===== config.mk =====
export PLATFORM = sky130hd
export DESIGN_NAME = camera_ray_gen
export DESIGN_NICKNAME = d
export VERILOG_FILES = /design/src/rtl/camera_ray_gen.sv
export SDC_FILE = /design/constraint.sdc
export NUM_CORES = 1
export LEC_CHECK = 0
export CORE_ASPECT_RATIO = 1.25
export CORE_MARGIN = 5
export CORE_UTILIZATION = 50
export DETAILED_ROUTE_END_ITERATION = 8
export PLACE_DENSITY = 0.78
export SLEW_MARGIN = 20
export SYNTH_ARGS = -nofsm -noshare
export SYNTH_HDL_FRONTEND = slang
export SYNTH_SLANG_ARGS = --single-unit

===== constraint.sdc =====
create_clock -name clock -period 3.75 [get_ports clock]
set_clock_uncertainty 0.15 [all_clocks]
set_input_delay 0.75 -clock clock [delete_from_list [all_inputs] [get_ports clock]]
set_output_delay 0.75 -clock clock [all_outputs]
set_load 0.02 [all_outputs]

===== src/rtl/camera_ray_gen.sv =====
// Camera ray generator: streams one frame of WIDTH*HEIGHT primary rays in raster order.
// Optional abort input enabled by defining CAMERA_RAY_GEN_ABORT_EN.
`timescale 1ns/1ps
module camera_ray_gen #(
  parameter int unsigned D_BITS = 32,
  parameter int unsigned Q_BITS = 16,
  parameter int unsigned WIDTH  = 32,
  parameter int unsigned HEIGHT = 32,
  localparam int unsigned TOTAL = WIDTH * HEIGHT,
  localparam int unsigned IDX_W = (TOTAL > 1) ? $clog2(TOTAL) : 1
) (
  input  logic                   clock,
  input  logic                   reset_n,
  input  logic                   start,
  input  logic [2:0][D_BITS-1:0] origin_in,
  input  logic [2:0][D_BITS-1:0] dir_base_in,
  input  logic [2:0][D_BITS-1:0] dir_dx_in,
  input  logic [2:0][D_BITS-1:0] dir_dy_in,
  input  logic                   out_full,
`ifdef CAMERA_RAY_GEN_ABORT_EN
  input  logic                   abort,
`endif
  output logic                   out_wr_en,
  output logic [5:0][D_BITS-1:0] ray_out,
  output logic [IDX_W-1:0]       ray_index,
  output logic                   busy,
  output logic                   done
);

  localparam int unsigned XW = (WIDTH > 1) ? $clog2(WIDTH) : 1;
  localparam int unsigned YW = (HEIGHT > 1) ? $clog2(HEIGHT) : 1;

  if (WIDTH < 1 || HEIGHT < 1 || Q_BITS > D_BITS) begin : g_bad_params
    $error("camera_ray_gen: invalid parameters");
  end

  typedef enum logic [1:0] {StIdle, StEmit, StDone} state_e;

  state_e                   state_q, state_d;
  logic [XW-1:0]            x_q, x_d;
  logic [YW-1:0]            y_q, y_d;
  logic [IDX_W-1:0]         idx_q, idx_d;
  logic [2:0][D_BITS-1:0]   origin_q, origin_d;
  logic [2:0][D_BITS-1:0]   dx_q, dx_d;
  logic [2:0][D_BITS-1:0]   dy_q, dy_d;
  logic [2:0][D_BITS-1:0]   row_dir_q, row_dir_d;
  logic [2:0][D_BITS-1:0]   cur_dir_q, cur_dir_d;
  logic                     abort_req;

`ifdef CAMERA_RAY_GEN_ABORT_EN
  assign abort_req = abort;
`else
  assign abort_req = 1'b0;
`endif

  always_comb begin
    state_d   = state_q;
    x_d       = x_q;
    y_d       = y_q;
    idx_d     = idx_q;
    origin_d  = origin_q;
    dx_d      = dx_q;
    dy_d      = dy_q;
    row_dir_d = row_dir_q;
    cur_dir_d = cur_dir_q;
    out_wr_en = 1'b0;
    unique case (state_q)
      StIdle: begin
        if (start) begin
          state_d   = StEmit;
          origin_d  = origin_in;
          dx_d      = dir_dx_in;
          dy_d      = dir_dy_in;
          row_dir_d = dir_base_in;
          cur_dir_d = dir_base_in;
          x_d       = '0;
          y_d       = '0;
          idx_d     = '0;
        end
      end
      StEmit: begin
        if (abort_req) begin
          state_d = StIdle;
        end else begin
          out_wr_en = !out_full;
          if (out_wr_en) begin
            if (idx_q == IDX_W'(TOTAL - 1)) begin
              state_d = StDone;
            end else if (x_q != XW'(WIDTH - 1)) begin
              idx_d = idx_q + 1'b1;
              x_d   = x_q + 1'b1;
              for (int i = 0; i < 3; i++) cur_dir_d[i] = cur_dir_q[i] + dx_q[i];
            end else begin
              // Row wrap: next row starts from the previous row start plus one dy step.
              idx_d = idx_q + 1'b1;
              x_d   = '0;
              y_d   = y_q + 1'b1;
              for (int i = 0; i < 3; i++) begin
                row_dir_d[i] = row_dir_q[i] + dy_q[i];
                cur_dir_d[i] = row_dir_q[i] + dy_q[i];
              end
            end
          end
        end
      end
      StDone: state_d = StIdle;
      default: state_d = StIdle;
    endcase
  end

  always_ff @(posedge clock or negedge reset_n) begin
    if (!reset_n) begin
      state_q   <= StIdle;
      x_q       <= '0;
      y_q       <= '0;
      idx_q     <= '0;
      origin_q  <= '0;
      dx_q      <= '0;
      dy_q      <= '0;
      row_dir_q <= '0;
      cur_dir_q <= '0;
    end else begin
      state_q   <= state_d;
      x_q       <= x_d;
      y_q       <= y_d;
      idx_q     <= idx_d;
      origin_q  <= origin_d;
      dx_q      <= dx_d;
      dy_q      <= dy_d;
      row_dir_q <= row_dir_d;
      cur_dir_q <= cur_dir_d;
    end
  end

  assign ray_out   = {cur_dir_q, origin_q};
  assign ray_index = idx_q;
  assign busy      = (state_q == StEmit);
  assign done      = (state_q == StDone);

endmodule


# [Yosys cells after proc, flatten, opt, wreduce, memory -nomap -nowiden]
# Cells that the tools add are included.
[totals] output_inout_bits=205 inputBits=388 word_cells=65 regBits=497
[classes] reduce_logical=7 muxes=23 n_eq_ne=9 addsub=8
[ops] operator="$mux 96" count=7
[ops] operator="$pmux 96 s2" count=2
[ops] operator="$add 32x32->32" count=6
[ops] operator="$mux 10" count=3
[ops] operator="$mux 5" count=4
[ops] operator="$pmux 10 s2" count=1
[ops] operator="$add 10x1->10 const B" count=1
[ops] operator="$eq 10x10->1 const B" count=1
[ops] operator="$pmux 5 s2" count=1
[ops] operator="$ne 2x2->1 const B" count=4
[ops] operator="$mux 2" count=3
[ops] operator="$add 5x1->5 const B" count=1
[ops] operator="$ne 5x5->1 const B" count=1
[ops] operator="$reduce_and 5->1" count=1
[ops] operator="$pmux 2 s2" count=1
[ops] operator="$reduce_and 4->1" count=1
[ops] operator="$reduce_and 3->1" count=1
[ops] operator="$eq 2x1->1 const B" count=1
[ops] operator="$eq 2x2->1 const B" count=1
[ops] operator="$logic_not 2->1" count=1
[ops] operator="$ne 2x1->1 const B" count=1
[ops] operator="$reduce_and 2->1" count=1
[ops] operator="$reduce_bool 2->1" count=1
[ops] operator="$logic_not 1->1" count=1
[ops] operator="$mux 1" count=1

# [Depth between registers and ports, before layout]
# Gate-level depths: netlist (run 1).
[depth] depth_word=5 ltp_mapped=12 mapped_depth_nobuf=12

# [Least setup slack after synthesis (run 1)]
# OpenSTA, ideal clock, no wires.
[synth_timing] path_kind="register to register" start="reg cur_dir_q, in the netlist ray_out[166]" end="reg cur_dir_q, in the netlist ray_out[191]" t_arrival_ps=3155 setup_time_ps=129 n_path_buf=0 stages_incl_launch_ff=12 path_slack_ps=316 period_less_slack_ps=3434 required_ps=3471 path_cell_list="dfrtp_1 ha_1 a2111oi_4 o21ai_2 a221oi_4 a31oi_1 a221o_2 a221o_1 a211o_1 xor2_1 a222oi_1 o2bb2ai_1"
[synth_between] elab_chain_len=5
[synth_rtl] element="start, declared" line="47" source="logic [2:0][D_BITS-1:0] cur_dir_q, cur_dir_d;"
[synth_rtl] element="start signal, assigned" line="131" source="cur_dir_q <= cur_dir_d;"
[synth_rtl] element="$add 32x32->32" line="92" source="for (int i = 0; i < 3; i++) cur_dir_d[i] = cur_dir_q[i] + dx_q[i];"
[synth_rtl] element="$mux 96" line="89" source="end else if (x_q != XW'(WIDTH - 1)) begin"
[synth_rtl] element="$mux 96" line="87" source="if (idx_q == IDX_W'(TOTAL - 1)) begin"
[synth_rtl] element="$mux 96" line="86" source="if (out_wr_en) begin"
[synth_rtl] element="$pmux 96 s2" line="67" source="unique case (state_q)"
# Every way passes these cells. The select of a mux whose other input is x is not followed.
# A chain may end at the register's enable or synchronous reset.

# [Worst setup path in the final report (run 1)]
[layout_timing] start="reg cur_dir_q, in the netlist ray_out[164]" end="reg cur_dir_q, in the netlist ray_out[191]"
# Same word-level chain as after synthesis.

==> results.txt, run 1 <==
- Crit path arrival time: 3.87 ns
- Counting the buffers created by CTS gives 52.
* Result of the run: completed
- The synthesized netlist contains 75 unique library cells.
* Most area-consuming cells after synthesis: sky130_fd_sc_hd__dfrtp_1 42%, sky130_fd_sc_hd__mux2_2 11%, sky130_fd_sc_hd__ha_1 7.9%
* Startpoint type of the worst setup path: flip-flop
- Drt wl/cell: 22.5 µm
* Mean Syn Cell Area: 9.71 µm²
* Detailed-route wire length: 100 mm
* Synth Register Bits: 497
- The tool flagged a number of max-cap violations equal to 0.
* Fillers: 4768
* Most frequent cell after synthesis: sky130_fd_sc_hd__dfrtp_1
- Total placed cells including tap cells: 4341
- In this run the tool buffered the top-level ports with 592 buffer cells.
- Gr ovfl total: 0
- Cell type of the slowest stage on the worst timing path: sky130_fd_sc_hd__dfrtp_1
- Core Region: 59400 µm²
- Of all cell types, the one taking the most synthesized area is sky130_fd_sc_hd__dfrtp_1.
- Footprint of the multi-input gates: 16900 µm²
- Net switching is 44.6% of the power.
- The sequential cells in the finished layout cover a total of 12400 µm².
- Fraction of power consumed by the clock network: 14.4%
- Die width: 229 µm
- Compared with the post-synthesis result, the final layout area differs by 29.7%.
- After technology mapping, the gate count stands at 3083.
* Internal portion of total power: 21.1 mW
- Aggregate global-route resource usage: 29.9%
* Post-DP Area: 36900 µm²
- Worst Hold Class: input port to asynchronous set/reset pin
* HPWL Detailed: 75.7 mm
- Req. time, crit path: 4.07 ns
- The worst path in the final design needs a cycle of 3.55 ns, including I/O delays and setup.
- During synthesis, Yosys emitted a total of 0 warnings.
- Clock-pin slew was measured on the worst setup and hold paths at 0.06 ns.
- Ordered list of cells on the worst path: ha_1 > a2111oi_4 > o21ai_2 > a221oi_4 > a31oi_1 > a221o_2 > a221o_1 > a211o_1 > xor2_1 > a222oi_1 > o2bb2ai_1
- Worst Reg-to-Reg Cells: 11
- Effective utilization at floorplan: 50.4%
- Power spread over the standard cell area amounts to 983 nW/µm².
* Share of the yosys chip area belonging to registers: 41.6%
* Relative max-transition margin: 29.1%
- Total vias in the final route: 26300
- By startpoint and endpoint, the worst setup path is classified as flip-flop to flip-flop.
- In this run the count of I/O pins placed on the die edge is 593.
* Post-synth ARST share: 100%
- Of the cells placed in the final design, the portion with a size suffix greater than 1 is 13.0%.
* Sum of negative setup slack: 0 ns
- The pre-antenna-repair detailed-routing pass consisted of 6 iterations.
* CTS Buffer Depth: 3
* Die Y: 284 µm
* Non-filler instance count after layout: 4456
- For this run, design rule violations remaining after detail routing come to 0.
- Final ANT Viol Nets: 0
* Leakage power summed over all cells: 16.7 nW
- The initial antenna violation count was 20.
- The top cell type by area accounts for 41.6% of the synthesized area.
- The floorplan step defined a die boundary enclosing 64900 µm².
- In the finished design, the share of the clock period the worst path needs comes to 94.7%.
* Final setup viols: 0
* Number of flops mapped to enable cells by yosys: 0
- The tree is rooted in a sky130_fd_sc_hd__clkbuf_16.
* Final number of hold-violating endpoints: 0
* CTS sink cnt: 497
- Initial DRC Count: 2075
* First-pass GRT wire length: 155 mm
- RePlAce Congestion: 0.943
* Std-Cell Rows: 100
- Setup repair after global routing left no endpoint under its margin.
- After synthesis, the most frequently instantiated cells are 497 x sky130_fd_sc_hd__dfrtp_1, 339 x sky130_fd_sc_hd__nand2_1, 303 x sky130_fd_sc_hd__mux2_2.
- Among all flip-flop cells after synthesis, the most frequent one is sky130_fd_sc_hd__dfrtp_1.
- At the later pin of the worst-skew pair, clock insertion delay measures 0.61 ns.
* Final worst hold slack: 0.0469 ns
* Crit-path max FO: 4
- Derived from the worst setup path, the maximum achievable clock frequency is 282 MHz.
- At the pin with the least slew margin, the transition time is 1.06 ns.
- Cell area after synthesis: 29900 µm²
- Net switching power of the design: 17.0 mW
- Endpoint type of the worst setup path: flip-flop
- The net count of the finished layout is 4217.
- Clock tree from TritonCTS: yes
* Number of H-tree branching levels: 2
- In this run, the combinational gates consume 61.5% of the power.
* Highest cell delay on the worst timing path: 0.41 ns
- Largest net degree at the start of global routing: 155
* Final standard cell area without fillers: 38800 µm²
* Final count of pins violating max slew: 0
- Across the VDD grid, the largest voltage drop is 0.552 mV.
- Syn nets: 3666
- In the routed layout, each cell is associated on average with a via count of 5.91.
- Vias in the first global route: 26400
- Relative contribution of sequential cells to total power: 24.2%
## routing by layer
| metal | vias to the layer above | part of all wire, % | track usage (%) |
|---|---|---|---|
| met2 | 990 | 49 | 51.5 |
| li1 | 12400 | - | - |
| met4 | 6 | 4.3 | 11.6 |
| met1 | 12800 | 40 | 37.2 |
| met3 | 218 | 6.4 | 5.75 |
| met5 | - | 0.034 | 0 |
## final cells by class
class,count,share of cell area [%]
multi-input cells,2404,43.6
flip-flops and latches,497,32.0
repair buffers,651,16.9
clock buffers,75,3.86
well taps,765,2.47
clock inverters,19,0.722
inverters,28,0.277
diodes,17,0.110
## repair_timing
action	4_1_cts	5_1_grt
endpoints found under the hold margin	0	0
endpoints found under the setup margin	0	15
buffers inserted	0	4
hold buffers	0	0
gates resized for setup	0	13
## worst max-delay path: cells and delay by family, from the launching register on
| family | cells | cell delay [ns] |
|---|---|---|
| flip-flops | 1 | 0.41 |
| XOR/XNOR | 1 | 0.16 |
| adder cells (fa/ha/maj) | 1 | 0.28 |
| AO/OA/AOI/OAI | 9 | 2.41 |
## stage by stage
stage	power [mW]	utilization, %	setup slack (ns)
2_1_floorplan	25.1	-	0.316
3_3_place_gp	31.8	62.1	0.120
3_5_place_dp	32.1	62.1	0.103
4_1_cts	37.9	65.1	0.0792
5_1_grt	41.0	65.3	0.00706
6_report	38.1	65.3	0.199
## state kept, by name, indices dropped and copies added, names as in the netlist
signal     cells
ray_index     10
state_q        2
row_dir_q     96
dx_q          96
dy_q          96
x_q            5
ray_out      192
## path summary, 6_finish.rpt
kind / to / startpoint / slack (ns)
max: ray_out[191] / ray_out[164] / 0.20
min: dy_q[65] / reset_n / 0.05
max reg2reg: ray_out[191] / ray_out[164] / 0.20
min reg2reg: row_dir_q[3] / row_dir_q[3] / 0.34
max in group asynchronous: row_dir_q[9] / reset_n / 2.48
min in group clock: row_dir_q[3] / row_dir_q[3] / 0.34
## cell usage in the layout, fill, tap and decap left out, types with 24 or more instances in the layout
cell type,instances
sky130_fd_sc_hd__a211oi_1,45
sky130_fd_sc_hd__a21o_1,115
sky130_fd_sc_hd__a21oi_1,250
sky130_fd_sc_hd__a31oi_1,86
sky130_fd_sc_hd__and3_1,37
sky130_fd_sc_hd__buf_4,44
sky130_fd_sc_hd__clkbuf_16,52
sky130_fd_sc_hd__clkdlybuf4s50_1,591
sky130_fd_sc_hd__dfrtp_1,497
sky130_fd_sc_hd__ha_1,186
sky130_fd_sc_hd__inv_1,26
sky130_fd_sc_hd__mux2_2,303
sky130_fd_sc_hd__mux2i_1,24
sky130_fd_sc_hd__nand2_1,339
sky130_fd_sc_hd__nand3_1,51
sky130_fd_sc_hd__nor2_1,242
sky130_fd_sc_hd__nor3_1,29
sky130_fd_sc_hd__o21ai_0,218
sky130_fd_sc_hd__xnor2_1,81
sky130_fd_sc_hd__xor2_1,85
## power by group through the flow
stage	logic (mW)	registers, mW	clock network [mW]
final	23.4	9.22	5.48
after global routing	25.7	9.47	5.79
after CTS	23.1	9.19	5.59
after detailed placement	22.9	9.25	0
after global placement	22.6	9.18	0
after floorplan	15.3	9.82	0
## cells by family after synthesis
family	synth area share, %
flops	41.6
xor+xnor	4.93
buf+inv	2.29
simple gates	11.6
compound gates	19.1
fa+ha+maj	8.30
mux	12.2
No activity file was read; power rests on OpenSTA's default activity.
==> run 2, diff against run 1 <==
--- a/config.mk
+++ b/config.mk
@@ -6,7 +6,7 @@
 export NUM_CORES = 1
 export LEC_CHECK = 0
 export CORE_ASPECT_RATIO = 1.25
-export CORE_MARGIN = 5
+export CORE_MARGIN = 1
 export CORE_UTILIZATION = 50
 export DETAILED_ROUTE_END_ITERATION = 8
 export PLACE_DENSITY = 0.78
==> constraint.sdc (replaced) <==
create_clock -name clock -period 4.4 [get_ports clock]
set_clock_uncertainty 0.15 [all_clocks]
set_input_delay 0.88 -clock clock [delete_from_list [all_inputs] [get_ports clock]]
set_output_delay 0.88 -clock clock [all_outputs]
set_load 0.02 [all_outputs]
==> run 2 against run 1 <==
The run now ends with design-rule violations left. Maximum frequency is 8.1% lower. Routed wire length is 2.1% lower. Critical endpoint is now ray_out[188]. Hold slack better by 0.11 ns. Clock-buffer cell count is 1 higher. Die area is 6.2% lower. Setup slack better by 0.34 ns. First-iteration DRC count is 7.1% higher. Global-route usage is 1.7 points higher. Clock power is 9.3% lower. Sequential power is 15% lower. Power is 15% lower. Critical path depth is 1 higher.
==> results.txt, run 2 (synthesis gave the netlist of run 1 again) <==
* Result of the run: complete, but fails checks
* Largest net degree at the start of global routing: 175 (+13%)
* Crit-path max FO: 3 (-1)
- Setup repair after global routing left no endpoint under its margin.
- # resized after CTS: 0 (unchanged)
- Maximum ir drop on the vdd rail: 0.552 mV (about the same)
- The slew of the pin with the lowest slew margin is 1.07 ns (+0.00666 ns).
* Effective utilization at floorplan: 51.0% (+0.62 points)
- First-pass GRT wire length: 150 mm (-3.5%)
* Fraction of power consumed by the clock network: 15.3% (+0.9 points)
* Final critical-path share of the clock period: 87.8% (-6.9 points)
* Worst reg-to-reg setup slack: 0.54 ns (+0.34 ns)
- The checks that failed: design-rule violations.
- CTS Buffer Depth: 3 (unchanged)
* Number of buffers and inverters on the critical path: 0 (unchanged)
- In this run the critical register-to-register path is launched from dy_q[64].
- The clock latency on the worst-skew pair was 0.63 ns (+0.02 ns).
* Endpoint type of the worst setup path: flip-flop
* Core Region: 58700 µm² (-1.2%)
- Kind of cell with the highest combined delay on the critical path: compound AO/OA/AOI/OAI gates
* Final min period: 3.86 ns (+0.314 ns)
- Aggregate global-route resource usage: 31.6% (+1.7 points)
- The number of antenna-violating nets in the routed design is 0 (unchanged).
* Die width: 221 µm (-3.5%)
* Die Y: 276 µm (-2.8%)
* Number of H-tree branching levels: 2 (unchanged)
* Switching power as a share of total power: 44.4% (-0.22 points)
- Post-CTS setup buffers: 0 (unchanged)
- Gr ovfl total: 0 (unchanged)
- TritonCTS built the clock tree.
- Detailed-route wire length: 98.3 mm (-2.1%)
- The post-route non-filler standard cell count came to 4438 (-0.40%).
- The final setup TNS is 0 ns (unchanged).
* Post-CTS Hold Fix Bufs: 0 (unchanged)
* Final count of pins violating max slew: 0 (unchanged)
- Overall die area: 60800 µm² (-6.2%)
- The data required time at the worst endpoint came to 4.76 ns (+0.69 ns).
- The min-delay analysis places its worst path in the category input port to asynchronous set/reset pin.
- Most frequent cells in the layout: 591 x sky130_fd_sc_hd__clkdlybuf4s50_1, 497 x sky130_fd_sc_hd__dfrtp_1, 339 x sky130_fd_sc_hd__nand2_1
- The DRC violations left is 40 (+40).
- The per-cell routed wire length came to 22.2 µm (-1.7%).
* Cell type of the slowest stage on the worst timing path: sky130_fd_sc_hd__o41ai_1
- The number of global-route vias before repair came to 26000 (-1.3%).
- The total number of clock tree sinks came to 497 (unchanged).
* Internal portion of total power: 18.1 mW (-14%)
- Ordered list of cells on the worst path: ha_1 > fa_1 > a211oi_1 > o211ai_1 > a21oi_1 > a2111oi_0 > o41ai_1 > o21ai_0 > a31oi_1 > xnor2_1 > mux2i_1 > o221ai_1
* Total CTS buffers: 54 (+3.8%)
* Startpoint type of the worst setup path: flip-flop
- The critical path data arrival time is 4.22 ns (+0.35 ns).
- The combinational share of power is 60.6% (-0.9 points).
- The cell area power density is 842 nW/µm² (-14%).
- The final non-filler cell area came to 38700 µm² (-0.28%).
- Fraction of layout cells with a size suffix above 1: 12.5% (-0.54 points)
- Std-Cell Rows: 99 (-1.0%)
* IO Port Bufs: 592 (unchanged)
- Relative contribution of sequential cells to total power: 24.1% (about the same)
- The count of endpoints failing setup in the final report is 0 (unchanged).
- The number of iterations in the first detailed-routing pass was 8 (+2).
- Leakage power summed over all cells: 16.7 nW (-0.27%)
- The post-detailed-placement half-perimeter wirelength is 73.0 mm (-3.6%).
- Most common cell after layout, fill and taps aside: sky130_fd_sc_hd__clkdlybuf4s50_1
- Number of antenna violations at the first check in global routing: 26 (+30%)
- Worst Reg-to-Reg Cells: 12 (+1)
* Max-cap violations: 0 (unchanged)
- The final weighted congestion in routability-driven placement came to 0.942 (about the same).
* Final worst hold slack: 0.159 ns (+0.112 ns)
- Relative max-transition margin: 28.9% (-0.28 points)
- The post-detailed-placement cell area is 36700 µm² (-0.61%).
* Total placed cells including tap cells: 4315 (-0.60%)
- Max FFs per register: 192 (unchanged)
- The total design power was 32.6 mW (-15%).
- Top-Level Pins: 593 (unchanged)
- Clock Tree Root: sky130_fd_sc_hd__clkbuf_16
* Number of nets in the layout: 4198 (-0.45%)
* Worst setup path category: flip-flop to flip-flop
* CTS clk-pin slew, worst paths: 0.07 ns (about the same)
- The via count was 26300 (-0.15%).
- Via density per instance: 5.93 (+0.26%)
- Fmax: 259 MHz (-8.1%)
- The power spent charging and discharging nets came to 14.5 mW (-15%).
- Highest cell delay on the worst timing path: 0.50 ns (+0.09 ns)
- The number of design-rule violations left by the first detailed-router iteration came to 2223 (+7.1%).
- Area growth syn-to-layout: 29.3%
* Final number of hold-violating endpoints: 0 (unchanged)
* Endpoint of the lowest-slack register-to-register path: ray_out[188]
-- run 2: how the worst max path moves through the flow --
stage	slack (ns)	end	depth (start not counted)	from
after floorplan	0.97	ray_out[191]	11	ray_out[166]
after global routing	0.35	ray_out[188]	12	dy_q[64]
after detailed placement	0.54	row_dir_q[13]	8	start
after global placement	0.63	row_dir_q[87]	8	start
final	0.54	ray_out[188]	12	dy_q[64]
after CTS	0.57	ray_out[188]	12	dy_q[64]
-- run 2: layer usage --
layer / up-vias / wire [µm] / global-route usage (%)
li1: 12300 / - / -
met5: - / 39 / 0
met1: 12700 / 39200 / 38.5
met3: 252 / 6380 / 5.96
met2: 991 / 47100 / 52.5
met4: 6 / 5550 / 18.5
-- run 2: power by group through the flow --
stage          sequential (mW)  combinational (mW)  clock (mW)
2_1_floorplan             8.37                13.0           0
3_3_place_gp              7.84                19.1           0
3_5_place_dp              7.90                19.3           0
4_1_cts                   7.85                19.5        5.05
5_1_grt                   8.08                21.6        5.21
6_report                  7.86                19.7        4.97
-- run 2: metrics by stage --
| stage | util (%) | worst slack, ns |
|---|---|---|
| detailed placement | 62.5 | 0.541 |
| finish | 65.9 | 0.535 |
| global placement | 62.5 | 0.627 |
| CTS | 65.8 | 0.573 |
| global route | 65.9 | 0.345 |
| floorplan | - | 0.966 |
-- run 2: final cells by class --
| class | instances | area (µm²) |
|---|---|---|
| fill | 4782 | 20000 |
| multi-input combinational | 2404 | 16900 |
| sequential | 497 | 12400 |
| timing repair buffer | 630 | 6350 |
| clock buffer | 76 | 1610 |
| tap | 757 | 947 |
| clock inverter | 22 | 323 |
| inverter | 28 | 108 |
| antenna | 24 | 60.1 |
